### config.mk
export PLATFORM = sky130hd
export DESIGN_NAME = historico_matriculas_inv_flat
export DESIGN_NICKNAME = d
export VERILOG_FILES = /design/src/rtl/historico_matriculas_inv_if.sv /design/src/rtl/historico_matriculas_inv.sv /design/src/flat_wrapper.sv
export SDC_FILE = /design/constraint.sdc
export NUM_CORES = 1
export LEC_CHECK = 0
export ABC_AREA = 1
export BUFFER_PORTS_ARGS = -buffer_cell sky130_fd_sc_hd__buf_4
export CAP_MARGIN = 20
export CORE_MARGIN = 8
export CORE_UTILIZATION = 45
export CTS_BUF_LIST = sky130_fd_sc_hd__clkbuf_8
export DETAILED_ROUTE_END_ITERATION = 8
export PLACE_DENSITY_LB_ADDON = 0.15
export SETUP_SLACK_MARGIN = 0.15
export SLEW_MARGIN = 40
export SYNTH_ARGS = -nofsm -noshare
export SYNTH_HDL_FRONTEND = slang
export SYNTH_SLANG_ARGS = --single-unit
### constraint.sdc
create_clock -name clk -period 3.2 [get_ports clk]
set_clock_uncertainty 0.1 [all_clocks]
set_input_delay 0.48 -clock clk [delete_from_list [all_inputs] [get_ports clk]]
set_output_delay 0.48 -clock clk [all_outputs]
set_load 0.1 [all_outputs]
### src/rtl/historico_matriculas_inv_if.sv
// rtl/historico_matriculas_inv_if.sv - plate-history bus between the validator side and the history buffer
//
// Purpose: bundles the sample/clear/read inputs and the history outputs of
//          historico_matriculas_inv so they travel as one port.
// Signals:
//   matricula       plate under evaluation (WIDTH)
//   valido          1 = plate valid, 0 = invalid
//   amostra         one-cycle strobe, matricula/valido meaningful
//   limpar          synchronous clear of stored history
//   ler_idx         read age index, 0 = most recent
//   matricula_lida  plate at age ler_idx (registered)
//   lida_valida     matricula_lida holds a stored entry
//   contagem        number of stored entries, 0..DEPTH
//   cheio           contagem == DEPTH
//   total_invalidas saturating count of captured invalid plates
// Modports: master drives the inputs of the buffer, slave is the buffer.
interface historico_matriculas_inv_if #(
  parameter int WIDTH = 24,
  parameter int DEPTH = 4,
  parameter int CNT_W = 16
);
  localparam int AW = $clog2(DEPTH);

  logic [WIDTH-1:0] matricula;
  logic             valido;
  logic             amostra;
  logic             limpar;
  logic [AW-1:0]    ler_idx;
  logic [WIDTH-1:0] matricula_lida;
  logic             lida_valida;
  logic [AW:0]      contagem;
  logic             cheio;
  logic [CNT_W-1:0] total_invalidas;

  modport master (
    output matricula, valido, amostra, limpar, ler_idx,
    input  matricula_lida, lida_valida, contagem, cheio, total_invalidas
  );

  modport slave (
    input  matricula, valido, amostra, limpar, ler_idx,
    output matricula_lida, lida_valida, contagem, cheio, total_invalidas
  );
endinterface

### src/rtl/historico_matriculas_inv.sv
// rtl/historico_matriculas_inv.sv - circular history of the last DEPTH invalid licence plates
//
// Purpose: every sampled plate flagged invalid is counted (saturating) and
//          pushed into a DEPTH-entry circular buffer, overwriting the oldest
//          entry when full. Entries are read back by age with one cycle of
//          latency. Optionally a plate equal to the newest stored entry is
//          counted but not stored again.
// Ports:
//   clk    system clock, all state updates on the rising edge
//   reset  synchronous active-low reset
//   bus    historico_matriculas_inv_if slave modport (sample, clear, read,
//          occupancy and counter signals)
module historico_matriculas_inv #(
  parameter int WIDTH             = 24,
  parameter int DEPTH             = 4,
  parameter bit IGNORAR_REPETIDAS = 1'b0,
  parameter int CNT_W             = 16
) (
  input  logic                        clk,
  input  logic                        reset,
  historico_matriculas_inv_if.slave   bus
);
  localparam int AW = $clog2(DEPTH);
  localparam logic [AW:0] FULL_CNT = (AW + 1)'(DEPTH);

  logic [WIDTH-1:0] r_buf [DEPTH];
  logic [AW-1:0]    r_wp;
  logic [AW:0]      r_cnt;
  logic [CNT_W-1:0] r_total;
  logic [WIDTH-1:0] r_lida;
  logic             r_lida_valida;

  logic             w_capture;
  logic             w_dup;
  logic             w_store;
  logic [AW-1:0]    w_newest_addr;
  logic [AW-1:0]    w_rd_addr;
  logic             w_rd_hit;

  // A capture is an invalid sample; a clear in the same cycle wins and drops it.
  assign w_capture = bus.amostra && !bus.valido && !bus.limpar;

  // Pointer arithmetic wraps naturally because DEPTH is a power of two.
  assign w_newest_addr = r_wp - AW'(1);
  assign w_rd_addr     = r_wp - AW'(1) - bus.ler_idx;

  // Occupancy is tracked only by r_cnt; a stored plate of 0 is still an entry.
  assign w_rd_hit = ({1'b0, bus.ler_idx} < r_cnt);

  assign w_dup   = IGNORAR_REPETIDAS && (r_cnt != '0) &&
                   (bus.matricula == r_buf[w_newest_addr]);
  assign w_store = w_capture && !w_dup;

  // Control state, counters and the registered read port.
  always_ff @(posedge clk) begin
    if (!reset) begin
      r_wp          <= '0;
      r_cnt         <= '0;
      r_total       <= '0;
      r_lida        <= '0;
      r_lida_valida <= 1'b0;
    end else begin
      // Read samples the pre-update buffer state of this edge.
      r_lida        <= w_rd_hit ? r_buf[w_rd_addr] : '0;
      r_lida_valida <= w_rd_hit;

      if (bus.limpar) begin
        r_wp  <= '0;
        r_cnt <= '0;
      end else if (w_capture) begin
        if (r_total != '1) begin
          r_total <= r_total + CNT_W'(1);
        end
        if (w_store) begin
          r_wp <= r_wp + AW'(1);
          if (r_cnt != FULL_CNT) begin
            r_cnt <= r_cnt + (AW + 1)'(1);
          end
        end
      end
    end
  end

  // Entry storage is not reset: entries beyond r_cnt are never observable.
  always_ff @(posedge clk) begin
    if (reset && w_store) begin
      r_buf[r_wp] <= bus.matricula;
    end
  end

  assign bus.matricula_lida  = r_lida;
  assign bus.lida_valida     = r_lida_valida;
  assign bus.contagem        = r_cnt;
  assign bus.cheio           = (r_cnt == FULL_CNT);
  assign bus.total_invalidas = r_total;
endmodule

### src/flat_wrapper.sv
// flat-port wrapper written by rule: the top's interface ports become plain ports
module historico_matriculas_inv_flat 
#(
  parameter int WIDTH             = 24,
  parameter int DEPTH             = 4,
  parameter bit IGNORAR_REPETIDAS = 1'b0,
  parameter int CNT_W             = 16
)
  (clk, reset, bus_matricula, bus_valido, bus_amostra, bus_limpar, bus_ler_idx, bus_matricula_lida, bus_lida_valida, bus_contagem, bus_cheio, bus_total_invalidas);
  historico_matriculas_inv_if #(.WIDTH(WIDTH), .DEPTH(DEPTH), .CNT_W(CNT_W)) bus_i ();
  input  logic clk;
  input  logic reset;
  input wire logic [$bits(bus_i.matricula)-1:0] bus_matricula;
  input wire logic [$bits(bus_i.valido)-1:0] bus_valido;
  input wire logic [$bits(bus_i.amostra)-1:0] bus_amostra;
  input wire logic [$bits(bus_i.limpar)-1:0] bus_limpar;
  input wire logic [$bits(bus_i.ler_idx)-1:0] bus_ler_idx;
  output wire logic [$bits(bus_i.matricula_lida)-1:0] bus_matricula_lida;
  output wire logic [$bits(bus_i.lida_valida)-1:0] bus_lida_valida;
  output wire logic [$bits(bus_i.contagem)-1:0] bus_contagem;
  output wire logic [$bits(bus_i.cheio)-1:0] bus_cheio;
  output wire logic [$bits(bus_i.total_invalidas)-1:0] bus_total_invalidas;
  assign bus_i.matricula = bus_matricula;
  assign bus_i.valido = bus_valido;
  assign bus_i.amostra = bus_amostra;
  assign bus_i.limpar = bus_limpar;
  assign bus_i.ler_idx = bus_ler_idx;
  assign bus_matricula_lida = bus_i.matricula_lida;
  assign bus_lida_valida = bus_i.lida_valida;
  assign bus_contagem = bus_i.contagem;
  assign bus_cheio = bus_i.cheio;
  assign bus_total_invalidas = bus_i.total_invalidas;
  historico_matriculas_inv #(.WIDTH(WIDTH), .DEPTH(DEPTH), .IGNORAR_REPETIDAS(IGNORAR_REPETIDAS), .CNT_W(CNT_W)) u_core (.clk(clk), .reset(reset), .bus(bus_i));
endmodule
# Word level (Yosys, flattened, before mapping)
# Memory sizes are Yosys's and may differ from the RTL's. A register that Yosys moved wholly into a read port is not among the register bits.
# Index checks and enable logic that the tools add are counted.
classes:
  addsub: 5
  multipliers: 0
  div_mod_pow: 0
  order_cmp: 1
  n_eq_ne: 3
  n_shift: 0
  n_mux: 2
  bitwise: 2
  reduce_logical: 10
ops:
  columns: ["op", "n"]
  rows:
  - ["16-bit by 1-bit adder with 16-bit output, second input constant", 1]
  - ["16-bit inequality test, second input constant", 1]
  - ["2-bit AND reduction", 2]
  - ["3-bit by 1-bit adder with 3-bit output, second input constant", 1]
  - ["3-bit equality test, second input constant", 1]
  - ["1-bit logical AND", 3]
  - ["1-bit zero test", 3]
  - ["2-bit by 3-bit less-than comparator with 1-bit output", 1]
  - ["3-bit inequality test, second input constant", 1]
  - ["3-bit AND reduction", 1]
  - ["2-bit by 1-bit adder with 2-bit output, second input constant", 1]
  - ["1-bit two-way mux", 2]
  - ["1-bit NOT", 2]
  - ["2-bit OR reduction", 1]
  - ["2-bit by 1-bit subtractor with 2-bit output, second input constant", 1]
  - ["2-bit subtractor", 1]
word_totals:
  reg_bits: 22
  latchBits: 0
  ram_bits: 96
  mem_bits_ro: 0
  input_bits: 31
  out_inout_bits: 45
  memories: 1
memory_table:
  columns: ["name", "words", "word_bits", "rd", "rd_clocked_by_memory_dff", "write_ports", "line_no", "source"]
  rows:
  - ["u_core.r_buf", 4, 24, 1, 1, 1, "historico_matriculas_inv.sv:26", "logic [WIDTH-1:0] r_buf [DEPTH];"]

# Depth between registers and ports, before layout
depth:
  depth_word: 6
  mapped_depth: 10
  ltp_nobuf: 10

# Worst setup path before layout
# OpenSTA, ideal clock, no wires.
synth_path:
  path_kind: "input-to-reg"
  start: "in bus_valido"
  end: "mem u_core.r_buf[0][0], enable pin"
  setup_ns: 0.405
  arrival_ns: 1.981
  t_required_ns: 2.695
  setup_slack_ns: 0.714
  stages: 5
  cell_sequence: "inv_1 -> nand3b_4 -> inv_2 -> nand2_1 -> nor2_1"
synth_via:
  elab_chain_cells: 6
synth_rtl:
  columns: ["element", "line_no", "source"]
  rows:
  - ["start, declared", "flat_wrapper.sv:14", "input wire logic [$bits(bus_i.valido)-1:0] bus_valido;"]
  - ["1-bit zero test", "historico_matriculas_inv.sv:41", "assign w_capture = bus.amostra && !bus.valido && !bus.limpar;"]
  - ["1-bit logical AND (2 in a row)", "historico_matriculas_inv.sv:41", null]
  - ["1-bit logical AND", "historico_matriculas_inv.sv:86", "if (reset && w_store) begin"]
  - ["1-bit two-way mux", "historico_matriculas_inv.sv:86", null]
  - ["1-bit two-way mux (implied by the code)", "historico_matriculas_inv.sv:87", "r_buf[r_wp] <= bus.matricula;"]
  - ["end, declared", "historico_matriculas_inv.sv:26", null]
# No other way between the ends.

# Final worst setup path
layout_path:
  start: "reg u_core.r_cnt[1] (netlist: u_core.bus.contagem[1])"
  end: "reg u_core.r_lida[6] (netlist: u_core.bus.matricula_lida[6]), read port of u_core.r_buf"
layout_via:
  elab_chain_cells: 3
layout_rtl:
  columns: ["element", "line_no", "source"]
  rows:
  - ["start, declared", "historico_matriculas_inv.sv:28", "logic [AW:0] r_cnt;"]
  - ["start signal, assigned", "historico_matriculas_inv.sv:77", "r_cnt <= r_cnt + (AW + 1)'(1);"]
  - ["2-bit by 3-bit less-than comparator with 1-bit output", "historico_matriculas_inv.sv:48", "assign w_rd_hit = ({1'b0, bus.ler_idx} < r_cnt);"]
  - ["2-bit AND reduction (no line)", null, null]
  - ["1-bit zero test (no line)", null, null]
  - ["end, declared", "historico_matriculas_inv.sv:30", "logic [WIDTH-1:0] r_lida;"]
# No other way between the ends.
# A chain may end at the register's enable or synchronous reset.

==> impl_metrics.ini <==
[outcome]
status = completed

[sta]
setup_ws_ns = 1.17
fin_setup_tns_ns = 0
timing.fmax_mhz = 493
worstMarginPinSlew_ns = 0.705
maxSlewHeadroom_pct = 52.9
finalCritPeriodShare_pct = 63.4
maxSlewViolCount = 0
finalSetupViolations = 0
period_needed_ns = 2.03
rsz0062_at_grt = false
final-hold-violation-count = 0

[clock_network]
clk_latency_ns = 0.44
post_cts_resized = 0
hold_buffers = 0
clockBufferDepth = 2
cts.sinks = 142
cts_tree = built
clk_pin_slew_ns = 0.07
cts_setup_buffers = 0
root_buffer = clkbuf_8
htree_levels = 4
cts_inserted_buffers = 17

[grt]
grt_start_max_net_pins = 49
track_usage_pct = 14.0
grt_pass1_vias = 3617
grt_pass1_wl_mm = 17.7
antenna_found_initial = 0
grt-ovfl-total = 0

[critical_path]
cp.arrival_ns = 2.29
rrSetupSlack_ns = 1.17
worstReg2RegStart = u_core.bus.contagem[1]
r2r-end = u_core.bus.matricula_lida[6]
cp_max_fo = 25
r2r_cells = 7
endpoint_kind = flop
cp.required_ns = 3.46
startpoint = u_core.bus.contagem[1]
worst_setup_path_start_kind = flop
crit_type = flop to flop

[yosys]
yosysWarningCount = 0
ys_top_cells_by_area = edfxtp_1 (51%), dfxtp_1 (16%), mux2_2 (9.5%)
avgSynthCellArea_um2 = 12.4
synth_nets = 500
synth.largest_area_cell = edfxtp_1
postSynthCellCount = 460
ys_seq_area_share_pct = 66.8
synth_area_mm2 = 0.00570
synth_top_area_share_pct = 50.6
ys_types = 30
ys_seq_elements = 142

[die]
core_area_mm2 = 0.0125
die_area_mm2 = 0.0165
die_h_um = 129
ios = 76
rows = 41
die_x_um = 129
initial_core_util_pct = 45.5

[place]
gp_congestion = 0.752
io_buffers = 75
dp_slack_ns = 1.01
dp_hpwl_mm = 7.25

[detailed_routing]
vias = 3525
drtPass1Iterations = 4
viasPerCell = 4.81
routed_wl_mm = 11.1
drt_iter0_drc = 192
route.detailed.drc = 0
postRouteAntennaNets = 0
wl_per_cell_um = 15.2

[cells_and_area]
num_antenna_cells = 0
multi_input_area_mm2 = 0.00171
syn2layout_area_growth_pct = 22.2
mostFrequentLayoutCells = edfxtp_1 (96), buf_4 (80), nor2_1 (70)
drive_gt1_share_pct = 33.9
nets = 588
fill_cells = 1091
register_area_mm2 = 0.00380
final_common_cell = edfxtp_1

[worst_hold_path]
hold_start = bus_matricula[22]
hp-class = input pin to flop
min_delay_worst_endpoint = u_core.r_buf[1][22]
whs_path_depth = 1

[power]
ir_worst_vdd_uv = 229
power_density_mw_per_mm2 = 569
finalPower_mw = 3.96
p_leak_nw = 2.64

[flow_run]
max_cap_violations = 0
## worst max-delay path: stages, from the launching register on
cell and delay, ns:
dfxtp_1 0.36, inv_1 0.09, ha_1 0.29, o21ai_1 0.07, nand2_1 0.10, a21oi_4 0.58, o21ai_0 0.19, nor2_1 0.16
## worst max path at each step
stage	end	slack, ns	cells after the start
2_1_floorplan	u_core.r_buf[0][0]	0.71	5
3_3_place_gp	u_core.bus.matricula_lida[21]	1.05	7
3_5_place_dp	u_core.bus.matricula_lida[6]	1.01	7
4_1_cts	u_core.bus.matricula_lida[6]	1.14	7
5_1_grt	u_core.bus.matricula_lida[7]	0.97	7
6_report	u_core.bus.matricula_lida[6]	1.17	7
## synthesized netlist by cell type
| library cell | n |
|---|---|
| edfxtp_1 | 96 |
| nor2_1 | 74 |
| nand2_1 | 51 |
| mux2_2 | 48 |
| dfxtp_1 | 46 |
| o21ai_0 | 29 |
| inv_1 | 27 |
| a21oi_1 | 14 |
| nand3_1 | 11 |
| buf_2 | 10 |
| ha_1 | 9 |
| inv_2 | 6 |
| nor2_2 | 5 |
| o21ai_1 | 5 |
| nand2_2 | 4 |
| nor2_4 | 4 |
| xor2_1 | 4 |
| nand2_4 | 2 |
| nand4_1 | 2 |
| nor3_1 | 2 |
| xnor2_1 | 2 |
| a21oi_4 | 1 |
| buf_4 | 1 |
| buf_6 | 1 |
| clkbuf_2 | 1 |
| nand2_8 | 1 |
| nand3_2 | 1 |
| nand3b_1 | 1 |
| nand3b_4 | 1 |
| or2_1 | 1 |
## cell families (layout without fill, tap and decap cells)
logic type      count (synthesis)  count (layout)  share of synthesized area [%]
xor+xnor                        6               6                          0.922
mux                            48              48                           9.49
fa+ha+maj                       9               9                           1.98
simple gates                  160             160                           12.9
buf+inv                        46             147                           3.47
flops                         142             142                           66.8
compound gates                 49              49                           4.50
## routing by layer
metal | up-vias | track usage (%) | share of wire [%]
li1 | 1744 | - | -
met4 | 0 | 6.91 | 1.9
met5 | - | 0 | 0
met3 | 17 | 4.80 | 5.9
met1 | 1691 | 15.5 | 42
met2 | 73 | 23.9 | 50
## sequential cells by signal, indices dropped and copies added (netlist names)
name,count
u_core.bus.matricula_lida,24
u_core.bus.lida_valida,1
u_core.bus.total_invalidas,16
u_core.r_buf,96
u_core.r_wp,2
u_core.bus.contagem,3
## cell type report
cell class,instances,share of cell area (%)
Multi-Input combinational cell,272,24.5
Sequential cell,142,54.6
Tap cell,172,3.09
Clock inverter,14,3.20
Clock buffer,18,3.56
Timing Repair Buffer,82,9.20
Inverter,33,1.78
## report_power, final
part           internal (mW)  switching [mW]  total, mW
clock                   1.02           0.643       1.66
sequential              1.98         0.00889       1.99
combinational          0.100           0.219      0.320
total                   3.09           0.871       3.96
## per-stage QoR
stage | hold WS (ns) | instances | cell area, µm² | util [%]
floorplan | 0.421 | 460 | 5700 | -
global placement | 0.407 | 701 | 6490 | 51.9
detailed placement | 0.405 | 701 | 6490 | 51.9
CTS | 0.110 | 733 | 6960 | 55.6
global route | 0.118 | 733 | 6960 | 55.6
finish | 0.139 | 733 | 6960 | 55.6
Note: power is estimated with default switching activity, not from simulation.
